`config.mk`:
```
export PLATFORM = sky130hd
export DESIGN_NAME = uart_rx_fifo
export DESIGN_NICKNAME = d
export VERILOG_FILES = /design/src/rtl/uart_rx_fifo.sv
export SDC_FILE = /design/constraint.sdc
export NUM_CORES = 1
export LEC_CHECK = 0
export CORE_UTILIZATION = 65
export CTS_BUF_LIST = sky130_fd_sc_hd__clkbuf_8 sky130_fd_sc_hd__clkbuf_16
export DETAILED_ROUTE_END_ITERATION = 6
export GPL_TIMING_DRIVEN = 0
export PLACE_DENSITY = 0.85
export SETUP_SLACK_MARGIN = 0.5
export SYNTH_ARGS = -nofsm -noshare
export SYNTH_HDL_FRONTEND = slang
export SYNTH_SLANG_ARGS = --single-unit
```
`constraint.sdc`:
```
create_clock -name clk_i -period 8.6 [get_ports clk_i]
set_input_delay 1.72 -clock clk_i [delete_from_list [all_inputs] [get_ports clk_i]]
set_output_delay 1.72 -clock clk_i [all_outputs]
set_load 0.02 [all_outputs]
```
`src/rtl/uart_rx_fifo.sv`:
```
// uart_rx_fifo: receive-side byte FIFO between the UART RX shift FSM and the
// APB register file. Tracks occupancy, flags dropped bytes with a sticky
// overrun bit, and optionally raises a fill-level interrupt.
//
// Optional feature macro: UART_RX_FIFO_THRESH_EN (fill-level interrupt).
//
// Ports:
//   clk_i, rst_ni            clock, async active-low reset
//   RXen                     receiver enable, gates pushes only
//   fifo_en                  1 = DEPTH entries, 0 = single holding register
//   rx_data_i, done_rx       byte and its one-cycle valid strobe
//   rd_en                    one-cycle pop strobe
//   flush_i                  synchronous clear of contents and flags
//   clr_overrun_i            clears overrun_o
//   thresh_i                 fill threshold (macro only)
//   rd_data_o                registered read data
//   ptr_addr_rd_o/_wr_o      read / write pointers
//   count_o                  occupancy 0..DEPTH
//   empty_o, full_o          decoded from registered count_o
//   overrun_o                sticky byte-loss flag
//   thresh_irq_o             fill-level interrupt level (macro only)
module uart_rx_fifo #(
    parameter int unsigned DEPTH = 32,
    parameter int unsigned AW    = 5,
    parameter int unsigned DW    = 8
) (
    input  logic          clk_i,
    input  logic          rst_ni,
    input  logic          RXen,
    input  logic          fifo_en,
    input  logic [DW-1:0] rx_data_i,
    input  logic          done_rx,
    input  logic          rd_en,
    input  logic          flush_i,
    input  logic          clr_overrun_i,
    input  logic [AW-1:0] thresh_i,
    output logic [DW-1:0] rd_data_o,
    output logic [AW-1:0] ptr_addr_rd_o,
    output logic [AW-1:0] ptr_addr_wr_o,
    output logic [AW:0]   count_o,
    output logic          empty_o,
    output logic          full_o,
    output logic          overrun_o,
    output logic          thresh_irq_o
);

    localparam int unsigned CW = AW + 1;

    logic [DW-1:0] mem [DEPTH];
    logic [CW-1:0] cap;
    logic          push_req;
    logic          pop_ok;
    logic          push_ok;
    logic          ovr_evt;
    logic [CW-1:0] count_nxt;

    // Capacity collapses to one entry in holding-register mode
    assign cap     = fifo_en ? CW'(DEPTH) : CW'(1);
    assign empty_o = (count_o == '0);
    assign full_o  = (count_o == cap);

    // Push/pop qualification; a same-cycle pop frees the slot for a push when full
    always_comb begin
        push_req  = done_rx & RXen & ~flush_i;
        pop_ok    = rd_en & ~empty_o & ~flush_i;
        push_ok   = push_req & (~full_o | pop_ok);
        ovr_evt   = push_req & full_o & ~pop_ok;
        count_nxt = count_o;
        if (flush_i) begin
            count_nxt = '0;
        end else if (push_ok && !pop_ok) begin
            count_nxt = count_o + CW'(1);
        end else if (pop_ok && !push_ok) begin
            count_nxt = count_o - CW'(1);
        end
    end

    // Storage array, no reset needed
    always_ff @(posedge clk_i) begin
        if (push_ok) begin
            mem[ptr_addr_wr_o] <= rx_data_i;
        end
    end

    // Pointers, occupancy, read data and overrun flag
    always_ff @(posedge clk_i or negedge rst_ni) begin
        if (!rst_ni) begin
            rd_data_o     <= '0;
            ptr_addr_rd_o <= '0;
            ptr_addr_wr_o <= '0;
            count_o       <= '0;
            overrun_o     <= 1'b0;
        end else if (flush_i) begin
            ptr_addr_rd_o <= '0;
            ptr_addr_wr_o <= '0;
            count_o       <= '0;
            overrun_o     <= 1'b0;
        end else begin
            count_o <= count_nxt;
            if (pop_ok) begin
                rd_data_o     <= mem[ptr_addr_rd_o];
                ptr_addr_rd_o <= ptr_addr_rd_o + AW'(1);
            end
            if (push_ok) begin
                ptr_addr_wr_o <= ptr_addr_wr_o + AW'(1);
            end
            // A new loss event beats a same-cycle clear
            if (ovr_evt) begin
                overrun_o <= 1'b1;
            end else if (clr_overrun_i) begin
                overrun_o <= 1'b0;
            end
        end
    end

`ifdef UART_RX_FIFO_THRESH_EN
    // Level interrupt: high while post-update occupancy exceeds the threshold
    always_ff @(posedge clk_i or negedge rst_ni) begin
        if (!rst_ni) begin
            thresh_irq_o <= 1'b0;
        end else begin
            thresh_irq_o <= (count_nxt > CW'(thresh_i));
        end
    end
`else
    logic unused_thresh;
    assign unused_thresh = ^thresh_i;
    assign thresh_irq_o  = 1'b0;
`endif

endmodule

```
## Word level (Yosys, flattened, before mapping)

Memories as Yosys holds them, arrays and structs flattened. A register that Yosys moved wholly into a read port is not among the register bits.
Index checks and enable logic that the tools add are counted.

- Memories kept: 1
- Logic and storage cells: 46
- Memory bits (writable): 256
- Output and inout port bits: 28
- Flip-flop bits (word level): 17
- Input bits: 21

- Eq/ne operators: 1
- $add $sub $neg: 4
- Bitwise operators: 12
- Reduce and logical (&&, ||, !) cells: 11
- Muxes and demuxes: 13

Memories:

| memory | words | bits a word | read ports | clocked after memory_dff | write ports | RTL line | RTL |
|---|---|---|---|---|---|---|---|
| mem | 32 | 8 | 1 | 1 | 1 | 49 | `logic [DW-1:0] mem [DEPTH];` |

Operator list:

| kind | count |
|---|---|
| $mux W6 | 4 |
| $mux W5 | 4 |
| $add A5 B1 Y5 const B | 2 |
| $and A1 B1 Y1 | 7 |
| $add A6 B1 Y6 const B | 1 |
| $eq A6 B6 Y1 | 1 |
| $logic_not A6 Y1 | 1 |
| $reduce_bool A3 Y1 | 2 |
| $sub A6 B1 Y6 const B | 1 |
| $mux W1 | 5 |
| $not A1 Y1 | 4 |
| $reduce_bool A2 Y1 | 2 |
| $logic_not A1 Y1 | 3 |
| $logic_and A1 B1 Y1 | 2 |
| $reduce_and A2 Y1 | 1 |
| $or A1 B1 Y1 | 1 |

## Longest topological paths before layout

- Depth in word-level cells: 11
- Depth in mapped cells: 11
- Depth with buffers taken out: 10

## Least setup slack after synthesis

OpenSTA, ideal clock, no wires.

- Path type: input to output
- Start: in fifo_en
- End: out full_o
- Arrival time: 2430 ps
- Stages on the path: 3
- Path buffers: 0
- Path slack: 4450 ps
- Required time: 6880 ps
- Cells stage by stage: or3b_1 > a21o_1 > inv_2

- Cells in the longest elaborated chain, start to end: 2

Ends and longest elaborated chain:

| what | RTL line | RTL |
|---|---|---|
| start: declaration | 30 | `input logic fifo_en,` |
| $mux W6 | 58 | `assign cap = fifo_en ? CW'(DEPTH) : CW'(1);` |
| $eq A6 B6 Y1 | 60 | `assign full_o = (count_o == cap);` |
| end: declaration | 42 | `output logic full_o,` |

No other way between the ends.

## Final worst setup path

Ends and elaborated chain as after synthesis.

==> flow_summary.json <==
{
  "clk_latency_ps": 530,
  "finalWorstSetupSlack_ps": 3421,
  "fmax_mhz": 193.1,
  "slowest_delay_ps": 610,
  "syn_area_um2": 11470,
  "cts_resized": 0,
  "period_minus_slack_ps": 5179,
  "grt_pass1_wl_mm": 36.77,
  "post_cts.repair.setup_buffers": 0,
  "skew_ps": 8.015,
  "fp.dieW_um": 134.8,
  "grt_max_degree": 33,
  "hold_viol": 0,
  "setup-tns-final_ps": 0,
  "synth_nets": 735,
  "drtPass1Iterations": 5,
  "core_um2": 17240,
  "path_clk_slew_ps": 60,
  "routed_wl_mm": 24.26,
  "clockBufferDepth": 3,
  "yosys_warnings": 0,
  "synth.area.top_cells": "edfxtp_1 67%, mux2i_1 12%, dfrtp_1 5.5%",
  "antenna_found_initial": 0,
  "drt_iter0_drc": 599,
  "start_util": 0.6653,
  "io_pins": 49,
  "syn_area_per_cell_um2": 16.29,
  "cp-end-kind": "output pin",
  "layout.nets": 806,
  "synth.largest_area_cell": "edfxtp_1",
  "dp_cells": 971,
  "status": "finished, final reports clean",
  "rows": 48,
  "grt_use_total": 0.2786,
  "period_share": 0.6022,
  "yosysMostFrequentCell": "edfxtp_1",
  "cp.buffers_inverters": 3,
  "synth.top_cell.area_share": 0.6704,
  "maxCapViolations": 0,
  "hpwl_mm": 15.42,
  "numPortBuffers": 42,
  "grt_overflow": 0,
  "ys_types": 53,
  "relSlewSlack": 0.06513,
  "rsz0062_at_grt": "no",
  "hp-class": "flop to flop",
  "power_density_nw_per_um2": 272.6,
  "gp_congestion": 0.9080,
  "critPathMaxFanout": 3,
  "die_h_um": 134.8,
  "setup_viol": 0,
  "syn_inst": 704,
  "root_buffer": "clkbuf_16",
  "crit_required_ps": 6880,
  "critical_path.top_delay_family": "buffers and inverters",
  "cp.arrival_ps": 3460,
  "crit_chain": "clkdlybuf4s50_1 > or3b_1 > a21o_1 > inv_2 > clkdlybuf4s50_1",
  "synth_seq_cells": 281,
  "cpMostUsedCell": "clkdlybuf4s50_1",
  "clock-sinks": 281,
  "vias": 6592,
  "place_ws_ps": 3428,
  "cts_tree": "done",
  "tightest_slew_ps": 1398,
  "cp-start-kind": "primary input",
  "antenna_left": 0,
  "holdBufCountCts": 0,
  "drc": 0,
  "drive_above_1_share": 0.08050,
  "final_cell_count_no_fill": 1020,
  "h-tree-depth": 1,
  "cellLeakagePower_nw": 4.227,
  "synth_edf_count": 256,
  "seq_area_frac_synth": 0.7249,
  "via_per_inst": 6.463,
  "peakVddDrop_v": 0.0002485,
  "async_flop_share": 0.08897,
  "synth_flop_cell": "edfxtp_1",
  "area_growth_pct": 13.81,
  "drv_slew": 0,
  "antenna_cells": 0,
  "ys_top_cells_by_count": "256 x edfxtp_1, 133 x mux2i_1, 51 x nor2_1, 32 x a22oi_1, 25 x dfrtp_1",
  "cts_made_buffers": 27,
  "crit_type": "primary input to output pin",
  "grt_pass1_vias": 6739,
  "drt-wirelength-per-cell_um": 23.78,
  "fp.dieArea_um2": 18180,
  "critical-path-slowest-cell": "clkdlybuf4s50_1"
}
==> worst min-delay path, cell delays in order (launching register included) <==
cell and delay [ps]:
dfrtp_1 360, nand2_1 60, o41ai_1 60
==> worst paths after layout <==
path | start | to | slack, ps | cells past startpoint
max | fifo_en | full_o | 3420 | 5
min in group asynchronous | rst_ni | count_o[1]$_DFFE_PN0P_ | 1220 | 1
max reg2reg | count_o[1]$_DFFE_PN0P_ | count_o[5]$_DFFE_PN0P_ | 5590 | 10
min reg2reg | rd_data_o[3]$_DFFE_PN0P_ | rd_data_o[3]$_DFFE_PN0P_ | 520 | 2
max in group asynchronous | rst_ni | ptr_addr_rd_o[3]$_DFFE_PN0P_ | 6940 | 1
min | rd_data_o[3]$_DFFE_PN0P_ | rd_data_o[3]$_DFFE_PN0P_ | 520 | 2
==> placed cells by master, fill, tap and decap left out, drive strengths merged, types with 3 or more instances in the layout <==
| master | count |
|---|---|
| bufinv | 3 |
| a22oi | 32 |
| dfrtp | 25 |
| o22ai | 8 |
| nor2b | 3 |
| edfxtp | 256 |
| nand3 | 4 |
| nand4 | 4 |
| clkdlybuf4s50 | 41 |
| a221oi | 16 |
| or2 | 4 |
| a22o | 16 |
| a211oi | 3 |
| a21oi | 20 |
| or3b | 3 |
| nand2 | 16 |
| nand3b | 4 |
| o21ai | 4 |
| nand2b | 4 |
| mux2i | 133 |
| xor2 | 5 |
| xnor2 | 5 |
| nor2 | 51 |
| inv | 21 |
| ha | 9 |
| o41ai | 8 |
| buf | 22 |
| clkbuf | 52 |
==> state kept, by name, summed over array words and instances, names as in the netlist <==
| name | count |
|---|---|
| rd_data_o | 8 |
| overrun_o | 1 |
| ptr_addr_wr_o | 5 |
| ptr_addr_rd_o | 5 |
| mem | 256 |
| count_o | 6 |
==> routing by layer <==
layer  GRT usage  wire (µm)  up-vias
li1            -          -     2917
met1      0.3593       9350     3268
met5           0          0        -
met2      0.4757      12130      335
met3     0.04767       1865       72
met4      0.1099        917        0
==> report_power, final <==
group	switching [W]	internal [W]
clock	0.000469	0.000692
combinational	0.000483	0.000347
sequential	0.0000383	0.00153
total	0.000990	0.00257
==> layout make-up <==
type	instances	area, µm²
inverter	8	30.03
timing repair buffer	42	415.4
buffer	42	192.7
sequential	281	8313
multi-input combinational	373	2932
clock buffer	31	730.7
clock inverter	18	156.4
tap	225	281.5
fill	936	4185
==> logic make-up after synthesis <==
logic type,count (synthesis),synth area share
AND/OR/NAND/NOR,102,0.04332
AO/OA/AOI/OAI,117,0.07670
buffers and inverters,50,0.01942
multiplexers,133,0.1161
flip-flops,281,0.7249
adder cells (fa/ha/maj),10,0.01157
XOR/XNOR,10,0.007637
other,1,0.0003270
==> per-stage QoR <==
step	cell area, µm²	total power, W	util	hold WS, ps
after floorplan	11470	0.002133	-	578.9
after global placement	12170	0.002373	0.7060	479.0
after detailed placement	12170	0.002405	0.7060	487.4
after CTS	13060	0.003553	0.7575	514.5
after global routing	13050	0.003666	0.7572	542.2
final	13050	0.003558	0.7572	518.0
No activity file was read; power rests on OpenSTA's default activity.
==> RTL edit (same settings) <==
Change the parameter `DEPTH` from 32 to 16.
--- a/src/rtl/uart_rx_fifo.sv
+++ b/src/rtl/uart_rx_fifo.sv
@@ -21,5 +21,5 @@
 //   thresh_irq_o             fill-level interrupt level (macro only)
 module uart_rx_fifo #(
-    parameter int unsigned DEPTH = 32,
+    parameter int unsigned DEPTH = 16,
     parameter int unsigned AW    = 5,
     parameter int unsigned DW    = 8
Formal check against the unedited RTL: same outputs for any inputs over 4 cycles, from zero or initial values and one cycle with rst_ni low; that may be too few to reach the edited logic, so the function may still have changed.
==> RTL edit against the original RTL <==
- sequential power fell by 44%
- sequential cell count decreased by 128
- routed wire length shrank 43%
- sequential share of layout area down 5.9 points
- fmax fell by 1.0%
- setup slack lost 53 ps
- design area decreased by 41%
- total power down 41%
- area after synthesis shrank 43%
- critical path type unchanged
- critical endpoint unchanged
==> RTL edit: results (changes against the original RTL) <==
metric;value;unit;change
Metal-1 WL;5620;µm;-40%
port buffer count;42;;unchanged
Worst slew margin;23.7;%;+17 points
vias in the first global route;3496;;-48%
hold path startpoint;rd_data_o[6];;
worst r2r dst;count_o[5];;
DP HPWL;8800;µm;-43%
# diodes;0;;unchanged
drt pass-1 iters;5;;unchanged
Crit path max-delay family;buffers and inverters;;
r2r startpoint;count_o[1];;
CP max FO;4;;+1
yosys warns;0;;unchanged
worst-skew pair later-pin latency;540;ps;
met2 routed WL;7060;µm;-42%
DRC violations left;0;;unchanged
post-synthesis cell type count;48;;-9.4%
htree depth;4;;+3
crit path capture;full_o;;
Max Root-Sink Buffers;2;;-1
Worst path slowest cell;clkdlybuf4s50_1;;
Hold WC Path Type;flip-flop to flip-flop;;
GRT Util Overall;29.4;%;+1.5 points
layout cells sized above 1;20.4;%;+12 points
Min-Delay Path Depth;1;;-1
register area share after synthesis;67.8;%;-4.7 points
CP startpoint;fifo_en;;
status;complete, no violations;;
RD Place Congestion;0.813;;-11%
worst vdd ir;266;µV;+6.9%
Lkg Pwr;2.75;nW;-35%
WL final;13700;µm;-43%
Worst-path clk slew;60;ps;about the same
Worst EP arrival;3510;ps;+50 ps
CP max stage delay;660;ps;+50 ps
internal power;1.51;mW;-41%
synth top area cells;edfxtp_1 (58%), dfrtp_1 (9.5%), mux4_1 (8.4%);;
fillers;546;;-42%
Setup Skew;8.66;ps;+0.641 ps
post-CTS sizing;0;;unchanged
Via Count;3443;;-48%
Final Net Count;430;;-47%
EDFF count, synth;128;;-50%
drt first-iter violations;261;;-56%
CTS root buffer;clkbuf_8;;
Post-CTS Setup Bufs;0;;unchanged
Post-Syn Nets;369;;-50%
first-pass GRT wire length;20700;µm;-44%
initial antenna violation count;0;;unchanged
async set or reset register ratio after synthesis;16.3;%;+7.4 points
top cells by count, synth;edfxtp_1 (128), dfrtp_1 (25), mux4_1 (21);;
clock buffer count from CTS;17;;-37%
top sig layer;met4;;
WL met3;751;µm;-60%
largest registers;mem x128, rd_data_o x8, count_o x6;;
worst reg2reg setup slack;5370;ps;-220 ps
largest net degree at the start of global routing;26;;-21%
FF-to-FF path depth;10;;unchanged
-- RTL edit: changes by cell type in the layout (fill, tap and decap cells not counted), sizes merged, moves of 16 or more --
| cell | unedited run | this run |
|---|---|---|
| mux4 | 0 | 40 |
| a22o | 16 | 0 |
| a21oi | 20 | 2 |
| mux2i | 133 | 3 |
| edfxtp | 256 | 128 |
| a221oi | 16 | 0 |
| a22oi | 32 | 0 |
| clkbuf | 52 | 20 |
| nor2 | 51 | 18 |
-- RTL edit: worst min-delay path by stage --
stage              endpoint  slack [ps]
3_3_place_gp   rd_data_o[1]         500
2_1_floorplan  rd_data_o[0]         640
6_report       rd_data_o[6]         510
4_1_cts        rd_data_o[2]         510
5_1_grt        rd_data_o[2]         520
3_5_place_dp   rd_data_o[2]         490
-- RTL edit: routing by layer --
layer | vias up | track usage, %
met5 | - | 0
met4 | 0 | 12.3
met3 | 26 | 6.64
met2 | 141 | 46.3
met1 | 1782 | 40.3
li1 | 1494 | -
-- RTL edit: power by group through the flow --
stage	Sequential, mW	Clock, mW	Combinational, mW
detailed placement	0.893	0	0.532
CTS	0.878	0.707	0.538
global route	0.883	0.729	0.573
floorplan	0.929	0	0.318
finish	0.878	0.697	0.537
global placement	0.890	0	0.508
-- RTL edit: kinds of logic (layout without fill, tap and decap cells) --
group / count (synthesis) / count (layout) / share of synthesized area [%]
adder cells (fa/ha/maj): 10 / 10 / 2.01
other: 1 / 1 / 0.0569
multiplexers: 57 / 57 / 18.5
AO/OA/AOI/OAI: 19 / 19 / 2.41
buffers and inverters: 26 / 100 / 2.56
XOR/XNOR: 8 / 8 / 1.06
AND/OR/NAND/NOR: 64 / 64 / 5.64
flip-flops: 153 / 153 / 67.8
-- RTL edit: final cells by class --
type                       count  area, µm²  share of cell area, %
multi-input combinational    159       1960                   25.3
inverter                       9       33.8                  0.437
clock buffer                  17        414                   5.35
clock inverter                15        139                   1.80
timing repair buffer          42        420                   5.43
sequential                   153       4470                   57.8
buffer                        17        135                   1.75
tap                          133        166                   2.15
-- RTL edit: per-stage QoR --
stage	utilization (%)	cell area [µm²]	cells	worst slack [ps]	power, mW
3_5_place_dp	73.2	7180	513	3400	1.42
6_report	78.8	7740	545	3370	2.11
4_1_cts	78.8	7740	545	3380	2.12
3_3_place_gp	73.1	7180	513	3510	1.40
5_1_grt	78.8	7740	545	3340	2.18
2_1_floorplan	-	6590	338	4520	1.25
